`config.mk`:
```
export PLATFORM = sky130hd
export DESIGN_NAME = csa_final_add_pipe
export DESIGN_NICKNAME = d
export VERILOG_FILES = /design/src/rtl/csa_final_add_pipe.sv
export SDC_FILE = /design/constraint.sdc
export NUM_CORES = 1
export LEC_CHECK = 0
export CELL_PAD_IN_SITES_DETAIL_PLACEMENT = 1
export CELL_PAD_IN_SITES_GLOBAL_PLACEMENT = 1
export CORE_AREA = 2 2 131 133
export CTS_BUF_LIST = sky130_fd_sc_hd__clkbuf_8 sky130_fd_sc_hd__clkbuf_16
export DETAILED_ROUTE_END_ITERATION = 12
export DIE_AREA = 0 0 133 135
export HOLD_SLACK_MARGIN = 0.05
export PLACE_DENSITY = 0.88
export RECOVER_POWER = 100
export SYNTH_ARGS = -nofsm -noshare
export SYNTH_HDL_FRONTEND = slang
export SYNTH_SLANG_ARGS = --single-unit
```
`constraint.sdc`:
```
create_clock -name clk -period 3.9 [get_ports clk]
set_clock_uncertainty 0.1 [all_clocks]
set_input_delay 0.975 -clock clk [delete_from_list [all_inputs] [get_ports clk]]
set_output_delay 0.975 -clock clk [all_outputs]
set_load 0.01 [all_outputs]
```
`src/rtl/csa_final_add_pipe.sv`:
```
// Two-stage carry-propagate adder for the multiplier's carry-save tree outputs.
// Produces the 32-bit product, a rounded/saturated Q15 value and a saturation event count.
module csa_final_add_pipe #(
    parameter int unsigned SPLIT    = 16,
    parameter int unsigned SATCNT_W = 16
) (
    input  logic                clk,
    input  logic                rst,
    input  logic                in_valid,
    output logic                in_ready,
    input  logic [31:0]         add_out0,
    input  logic [31:0]         add_out1,
    output logic                out_valid,
    input  logic                out_ready,
    output logic [31:0]         product,
    output logic [15:0]         q15,
    output logic                q15_sat,
    output logic [SATCNT_W-1:0] sat_cnt
);

    localparam int unsigned HiW = 32 - SPLIT;

    logic                r_s1_valid;
    logic [SPLIT:0]      r_lo;
    logic [HiW-1:0]      r_hi0;
    logic [HiW-1:0]      r_hi1;
    logic                r_out_valid;
    logic [31:0]         r_product;
    logic [15:0]         r_q15;
    logic                r_q15_sat;
    logic [SATCNT_W-1:0] r_sat_cnt;

    logic           w_s2_free;
    logic           w_accept;
    logic           w_advance;
    logic           w_deliver;
    logic [SPLIT:0] w_lo;
    logic [HiW-1:0] w_hi;
    logic [31:0]    w_product;
    logic [17:0]    w_r;
    logic           w_ovf;
    logic [15:0]    w_q15;

    assign w_s2_free = !r_out_valid || out_ready;
    assign in_ready  = !r_s1_valid || w_s2_free;
    assign w_accept  = in_valid && in_ready;
    assign w_advance = r_s1_valid && w_s2_free;
    assign w_deliver = r_out_valid && out_ready;

    assign w_lo      = {1'b0, add_out0[SPLIT-1:0]} + {1'b0, add_out1[SPLIT-1:0]};
    assign w_hi      = r_hi0 + r_hi1 + HiW'(r_lo[SPLIT]);
    assign w_product = {w_hi, r_lo[SPLIT-1:0]};

    // (p + 2^14) >>> 15 equals floor(p / 2^15) plus the carry from bit 14.
    assign w_r   = {w_product[31], w_product[31:15]} + {17'b0, w_product[14]};
    assign w_ovf = (w_r[17:15] != 3'b000) && (w_r[17:15] != 3'b111);

    always_comb begin
        w_q15 = w_r[15:0];
        if (w_ovf) begin
            w_q15 = w_r[17] ? 16'h8000 : 16'h7FFF;
        end
    end

    always_ff @(posedge clk) begin
        if (rst) begin
            r_s1_valid <= 1'b0;
            r_lo       <= '0;
            r_hi0      <= '0;
            r_hi1      <= '0;
        end else begin
            if (w_accept) begin
                r_s1_valid <= 1'b1;
                r_lo       <= w_lo;
                r_hi0      <= add_out0[31:SPLIT];
                r_hi1      <= add_out1[31:SPLIT];
            end else if (w_advance) begin
                r_s1_valid <= 1'b0;
            end
        end
    end

    always_ff @(posedge clk) begin
        if (rst) begin
            r_out_valid <= 1'b0;
            r_product   <= '0;
            r_q15       <= '0;
            r_q15_sat   <= 1'b0;
        end else begin
            if (w_advance) begin
                r_out_valid <= 1'b1;
                r_product   <= w_product;
                r_q15       <= w_q15;
                r_q15_sat   <= w_ovf;
            end else if (out_ready) begin
                r_out_valid <= 1'b0;
            end
        end
    end

    always_ff @(posedge clk) begin
        if (rst) begin
            r_sat_cnt <= '0;
        end else if (w_deliver && r_q15_sat && (r_sat_cnt != {SATCNT_W{1'b1}})) begin
            r_sat_cnt <= r_sat_cnt + 1'b1;
        end
    end

    assign out_valid = r_out_valid;
    assign product   = r_product;
    assign q15       = r_q15;
    assign q15_sat   = r_q15_sat;
    assign sat_cnt   = r_sat_cnt;

endmodule

```
**Word-level counts from Yosys, hierarchy flattened**

Index checks and enable logic that the tools add are counted.

- Bits in registers: 116
- Bits of input ports: 68
- Output and inout bits: 67
- Word-level logic and storage cells: 35

- Add/sub/neg operators: 5
- Eq/ne operators: 2
- Multiplexer cells: 6
- Reductions and logical operators: 13

Operator list:

| kind | number |
|---|---|
| 16-bit two-way mux | 2 |
| 17-bit by 2-bit adder with 18-bit output | 1 |
| 16-bit by 16-bit adder with 17-bit output | 1 |
| 16-bit by 1-bit adder with 16-bit output | 1 |
| 16-bit by 1-bit adder with 16-bit output (second input constant) | 1 |
| 16-bit adder | 1 |
| 16-bit inequality test (second input constant) | 1 |
| 1-bit logical AND | 6 |
| 1-bit two-way mux | 4 |
| 2-bit nonzero test | 2 |
| 3-bit inequality test (second input constant) | 1 |
| 3-bit nonzero test | 1 |
| 1-bit logical NOT | 2 |
| 1-bit logical OR | 2 |

**Longest topological paths before layout**

Gate-level depths: netlist (run 1).

- Word-level depth: 6
- Gate-level depth with buffers: 14
- Gate-level depth less buffers: 12

**Worst setup path before layout (run 1)**

OpenSTA, ideal clock, no wires.

- Path type: register to register
- Start point: register r_lo[16]
- End point: register r_q15[10], in the netlist q15[10]
- Library setup time: 0.119 ns
- Arrival: 3.082 ns
- Data required time: 3.681 ns
- Path slack: 0.598 ns
- Cell stages (with the launch flop): 14
- Path buffers: 1
- Period minus slack after synthesis: 3.302 ns
- Cell sequence: dfxtp_1 fa_1 inv_1 fa_1 nand2b_1 a21oi_1 o311a_1 o31ai_1 xnor2_1 and3_1 a311oi_2 a211oi_4 buf_6 a21oi_1

- Cells in the longest elaborated chain, start to end: 5
- Elaborated cells between the ends (all ways): 7
- Classes of those cells: 2 x add/sub; 1 x eq/ne; 2 x mux; 2 x reduce/logical

RTL lines:

| element | line | RTL |
|---|---|---|
| start: declaration | 24 | `logic [SPLIT:0] r_lo;` |
| start signal: assignment | 74 | `r_lo <= w_lo;` |
| 16-bit by 1-bit adder with 16-bit output (*) | 51 | `assign w_hi = r_hi0 + r_hi1 + HiW'(r_lo[SPLIT]);` |
| 17-bit by 2-bit adder with 18-bit output (*) | 55 | `assign w_r = {w_product[31], w_product[31:15]} + {17'b0, w_product[14]};` |
| 3-bit inequality test / 3-bit nonzero test (equally long branches) | 56 | `assign w_ovf = (w_r[17:15] != 3'b000) && (w_r[17:15] != 3'b111);` |
| 1-bit logical AND | 56 |  |
| 16-bit two-way mux (*) | 60 | `if (w_ovf) begin` |
| end signal: assignment | 93 | `r_q15 <= w_q15;` |
| end: declaration | 29 | `logic [15:0] r_q15;` |

Mark *: on every way between the ends. The rest lies on a longest branch, timed or not.
A chain may end at the register's enable or synchronous reset.

**Final worst setup path (run 1)**

- Start point: input port out_ready
- End point: output port in_ready

- Cells in the longest elaborated chain, start to end: 2

RTL lines:

| element | line | RTL |
|---|---|---|
| start: declaration | 14 | `input logic out_ready,` |
| 1-bit logical OR | 44 | `assign w_s2_free = !r_out_valid \|\| out_ready;` |
| 1-bit logical OR | 45 | `assign in_ready = !r_s1_valid \|\| w_s2_free;` |
| end: declaration | 10 | `output logic in_ready,` |

Every way passes these cells.

==> impl_metrics.yaml, run 1 <==
run_status:
  status: "finished, final reports clean"
placed_design:
  dp_hpwl_um: 13000
  pre_cts_ws_ns: -0.00368
  io_buffers: 134
  place_congestion: 0.891
layout:
  layout_common_cells: "164 x nand2_1, 116 x dfxtp_1, 105 x a21oi_1"
  n_antenna_cell: 0
  area_growth_pct: 37.5
  final_common_cell: "nand2_1"
  fill_cells: 1960
  nNetsFinal: 997
  final_layout_size_suffix_gt1_frac: 0.0629
floorplan:
  io_pins: 135
  rows: 47
  dieHeight_um: 135
  dieArea_sq_mm: 0.0180
  die_w_um: 133
  start_util: 0.364
  coreArea_sq_mm: 0.0164
synthesis:
  ys_warn_count: 0
  synth_nets: 861
  syn_area_sq_mm: 0.00598
  synth_cell_types: 59
  ys_seq_area_frac: 0.388
  async_flop_share: 0
  synthCells: 757
  ys_ff_latch: 116
  avgSynthCellArea_sq_um: 7.90
  synth_enable_flop_cells: 0
  synth_ff_type: "dfxtp_1"
flow_run:
  drv_cap: 0
timing:
  slew_headroom: 0.204
  setup_violations: 0
  fin_crit_ns: 3.72
  rsz0062_at_grt: "no"
  tightest_slew_ns: 1.19
  fmax_mhz: 269
  fin_ws_ns: 0.183
  timing.final.hold_violations: 0
  finalCritPeriodShare: 0.953
  worst_hold_slack_ns: 0.348
  finalMaxSlewViolations: 0
clock_network:
  path_clk_slew_ns: 0.05
  ctsResizeCount: 0
  cts_made_buffers: 17
  cts_hold_buf: 0
  cts_tree: "done"
  clockBufferDepth: 2
  cts_setup_buffers: 0
  clock_latency_ns: 0.42
  cts-htree-levels: 4
  cts_root_buf: "clkbuf_16"
  cts.sinks: 116
pwr:
  p_int_mw: 2.58
  ir_drop_uv: 326
  seq_power_share: 0.367
  power_density_mw_per_mm2: 429
  p_sw_frac: 0.267
  fin_total_pwr_mw: 3.52
  combPwrFrac: 0.172
  leakage_nw: 3.40
  clkPwrFrac: 0.462
  p_switching_mw: 0.941
global_routing:
  track_usage: 0.206
  antenna_found_initial: 0
  overflow: 0
  grt_pass1_vias: 6038
  grt_pass1_wl_um: 29700
  grt_max_degree: 57
setup_path:
  start_kind: "primary input"
  crit_arrival_ns: 2.64
  path_class: "primary input to output pin"
  cp.required_ns: 2.82
  worstSetupEndpointType: "output pin"
  cp_max_fo: 5
route:
  routed_wl_um: 18000
  drt_iter0_markers: 263
  wl_per_cell_um: 16.0
  vias: 5869
  drtAntennaViolNets: 0
  firstDrtPassIters: 4
  drcViolationCount: 0
  via_per_inst: 5.21
worst_hold_path:
  hold_path.class: "flop to flop"
==> through the flow <==
stage	cells	util	TNS [ns]	cell area [sq um]
after floorplan	757	-	0	5980
after global placement	1093	0.463	0	7600
after detailed placement	1093	0.463	-0.00368	7600
after CTS	1125	0.501	0	8220
after global routing	1126	0.501	0	8220
final	1126	0.501	0	8220
==> worst max-delay path: stages <==
cell and delay (ns):
dlygate4sd3_1 0.57, nor2b_1 0.31, nand2_1 0.15, dlygate4sd3_1 0.64
==> power by group through the flow <==
stage	logic (mW)	clock network, mW	registers [mW]
floorplan	0.350	0	1.32
global placement	0.585	0	1.31
detailed placement	0.605	0	1.32
CTS	0.616	1.65	1.29
global route	0.671	1.71	1.30
finish	0.604	1.63	1.29
==> kinds of logic after synthesis <==
kind of cell | after synthesis | share of synthesized area
adder cells (fa/ha/maj) | 36 | 0.0791
flip-flops | 116 | 0.388
multiplexers | 3 | 0.00502
AO/OA/AOI/OAI | 204 | 0.200
XOR/XNOR | 43 | 0.0630
buffers and inverters | 50 | 0.0331
AND/OR/NAND/NOR | 305 | 0.232
==> flip-flops by register name, indices dropped and copies added (netlist names) <==
register    flops
product        32
r_lo           17
q15            16
r_hi0          16
r_hi1          16
sat_cnt        16
out_valid       1
q15_sat         1
r_s1_valid      1
==> final timing paths <==
path / start / end / slack, ns / depth (start not counted)
setup / recovery: out_ready / in_ready / 0.18 / 4
hold / removal: product[28]$_SDFFE_PP0P_ / product[28]$_SDFFE_PP0P_ / 0.35 / 2
setup reg to reg: r_lo[16]$_SDFFE_PP0P_ / q15[11]$_SDFFE_PP0P_ / 0.30 / 14
hold reg to reg: product[28]$_SDFFE_PP0P_ / product[28]$_SDFFE_PP0P_ / 0.35 / 2
==> metal layers <==
layer  routed length, um  vias to the layer above  GRT usage
met5                   0                        -          0
met2                8880                      132      0.351
li1                    -                     2909          -
met1                8190                     2803      0.258
met4                 330                        0     0.0830
met3                 598                       25     0.0379
==> area by class of cell <==
type,count,area [sq um],area share
Inverter,14,52.6,0.00639
Multi-Input combinational cell,591,3460,0.421
Sequential cell,116,2320,0.283
Clock inverter,12,154,0.0187
Timing Repair Buffer,153,1490,0.181
Tap cell,220,275,0.0335
Clock buffer,20,467,0.0568
==> cell usage after synthesis (4+ instances only) <==
master | n | area share
nor3_1 | 12 | 0.010
or2_2 | 5 | 0.0052
a211oi_1 | 5 | 0.0063
nor2b_1 | 8 | 0.0084
nand2_1 | 164 | 0.10
and2_1 | 8 | 0.0084
o21ai_0 | 48 | 0.040
o21a_1 | 5 | 0.0063
nand4_1 | 6 | 0.0063
nor2_1 | 47 | 0.030
or3_1 | 9 | 0.0094
o31ai_1 | 4 | 0.0050
buf_1 | 5 | 0.0031
inv_1 | 14 | 0.0088
nand3b_1 | 4 | 0.0050
dfxtp_1 | 116 | 0.39
nand3_1 | 18 | 0.015
and3_1 | 7 | 0.0073
clkbuf_1 | 28 | 0.018
a31oi_1 | 5 | 0.0052
xor2_1 | 20 | 0.029
a21oi_1 | 105 | 0.088
xnor2_1 | 23 | 0.034
ha_1 | 33 | 0.069
nand2b_1 | 4 | 0.0042
(Power assumes the default switching activity.)
==> run 2: changes to the inputs <==
--- a/config.mk
+++ b/config.mk
@@ -12,7 +12,7 @@
 export DETAILED_ROUTE_END_ITERATION = 12
 export DIE_AREA = 0 0 133 135
 export HOLD_SLACK_MARGIN = 0.05
-export PLACE_DENSITY = 0.88
+export PLACE_DENSITY = 0.87
 export RECOVER_POWER = 100
 export SYNTH_ARGS = -nofsm -noshare
 export SYNTH_HDL_FRONTEND = slang
==> impl_metrics.yaml, run 2 (synthesis gave the netlist of run 1 again) <==
pwr:
  ir_drop_uv: 318
  fin_total_pwr_mw: 3.63
  leakage_nw: 3.44
  power_density_mw_per_mm2: 440
clock_network:
  cts-htree-levels: 4
  clock_latency_ns: 0.41
  path_clk_slew_ns: 0.05
  cts_tree: "done"
  cts_made_buffers: 17
  cts.sinks: 116
  clockBufferDepth: 2
  cts_root_buf: "clkbuf_16"
timing:
  finalMaxSlewViolations: 27
  finalCritPeriodShare: 0.949
  setup_tns_ns: 0
  timing.final.hold_violations: 0
  tightest_slew_ns: 1.72
  worst_hold_slack_ns: 0.346
  fin_crit_ns: 3.70
  slew_headroom: -0.148
  setup_violations: 0
  fmax_mhz: 270
  rsz0062_at_grt: "no"
layout:
  finalInstanceArea_sq_mm: 0.00825
  fin_util: 0.503
  nNetsFinal: 998
  layout_common_cells: "164 x nand2_1, 116 x dfxtp_1, 105 x a21oi_1"
  largest_reg_flops: 32
  final_common_cell: "nand2_1"
  fill_cells: 1978
  final_layout_size_suffix_gt1_frac: 0.0628
  area_growth_pct: 38.0
  n_antenna_cell: 0
global_routing:
  grt_max_degree: 48
  antenna_found_initial: 0
  grt_pass1_wl_um: 29000
  grt_pass1_vias: 5882
  track_usage: 0.201
  overflow: 0
worst_hold_path:
  hp-start: "product[28]$_SDFFE_PP0P_"
  min_to: "product[28]$_SDFFE_PP0P_"
  hold_path.class: "flop to flop"
  min_path_cells: 2
placed_design:
  io_buffers: 134
  placed_area_sq_mm: 0.00761
  place_congestion: 0.878
  dp_hpwl_um: 13200
setup_path:
  crit_arrival_ns: 2.63
  path_class: "primary input to output pin"
  r2r_start: "r_lo[16]$_SDFFE_PP0P_"
  reg2reg_depth: 12
  rr_endpoint: "q15_sat$_SDFFE_PP0P_"
  worst-r2r-setup-slack_ns: 0.35
  cp_max_fo: 5
  worstSetupEndpointType: "output pin"
  start_kind: "primary input"
  cp.required_ns: 2.82
flow_run:
  drv_cap: 1
floorplan:
  rows: 47
  die_w_um: 133
  start_util: 0.364
  coreArea_sq_mm: 0.0164
  dieHeight_um: 135
  dieArea_sq_mm: 0.0180
  io_pins: 135
route:
  vias: 5858
  firstDrtPassIters: 4
  wl_per_cell_um: 16.0
  drcViolationCount: 0
  routed_wl_um: 18000
  drtAntennaViolNets: 0
  drt_iter0_markers: 205
  via_per_inst: 5.20
run_status:
  status: "finished with violations"
  violations: "capacitance limit, slew limit"
[run 2: cell count changes in the layout (fill, tap and decap cells not counted), sizes merged]
| cell | previous run | this run |
|---|---|---|
| clkinvlp | 5 | 1 |
| clkbuf | 26 | 29 |
| bufinv | 3 | 5 |
| buf | 14 | 13 |
| clkinv | 2 | 3 |
[run 2: worst max path at each step]
stage,startpoint,endpoint,slack (ns),cells past startpoint
after floorplan,r_lo[16]$_SDFFE_PP0P_,q15[10]$_SDFFE_PP0P_,0.60,13
after global routing,out_ready,product[7]$_SDFFE_PP0P_,0.07,6
after CTS,r_lo[16]$_SDFFE_PP0P_,q15[8]$_SDFFE_PP0P_,0.09,12
final,out_ready,in_ready,0.20,4
after global placement,add_out0[0],r_lo[16]$_SDFFE_PP0P_,0.11,13
after detailed placement,add_out0[0],r_lo[16]$_SDFFE_PP0P_,-0.003,13
[run 2: where the power goes]
| part | internal [mW] | switching (mW) | total [mW] |
|---|---|---|---|
| Combinational | 0.275 | 0.328 | 0.603 |
| Sequential | 1.25 | 0.0378 | 1.29 |
| Clock | 1.19 | 0.547 | 1.74 |
| Total | 2.72 | 0.913 | 3.63 |
[run 2: critical path, stage by stage]
cell,delay (ns)
dlygate4sd3_1,0.56
nor2b_1,0.30
nand2_1,0.15
dlygate4sd3_1,0.63
[run 2: final cells by class]
| class | instances | area (sq um) | area share |
|---|---|---|---|
| Multi-Input combinational cell | 591 | 3460 | 0.419 |
| Tap cell | 220 | 275 | 0.0334 |
| Clock buffer | 21 | 480 | 0.0583 |
| Inverter | 14 | 52.6 | 0.00637 |
| Clock inverter | 11 | 180 | 0.0218 |
| Timing Repair Buffer | 154 | 1480 | 0.179 |
| Sequential cell | 116 | 2320 | 0.282 |
[run 2: repair_timing]
action,in CTS,in global routing
gates resized for setup,0,0
setup endpoints to repair,0,16
hold buffers,0,0
setup buffers,0,1
[run 2: routing by layer]
layer	part of all wire	global-route usage	vias up
li1	-	-	2921
met1	0.45	0.247	2779
met2	0.49	0.347	129
met3	0.038	0.0450	29
met4	0.020	0.0729	0
met5	0	0	-
[run 2: metrics by stage]
step	worst slack [ns]	instances
after detailed placement	-0.00296	1094
after global routing	0.0699	1127
after CTS	0.0859	1126
after floorplan	0.598	757
after global placement	0.106	1094
final	0.199	1127
==> run 3: changes to the inputs <==
--- a/config.mk
+++ b/config.mk
@@ -5,6 +5,7 @@
 export SDC_FILE = /design/constraint.sdc
 export NUM_CORES = 1
 export LEC_CHECK = 0
+export ABC_CLOCK_PERIOD_IN_PS = 3900
 export CELL_PAD_IN_SITES_DETAIL_PLACEMENT = 1
 export CELL_PAD_IN_SITES_GLOBAL_PLACEMENT = 1
 export CORE_AREA = 2 2 131 133
==> results of run 3 <==
Final layout, timing and power as in run 2 (identical DEF).
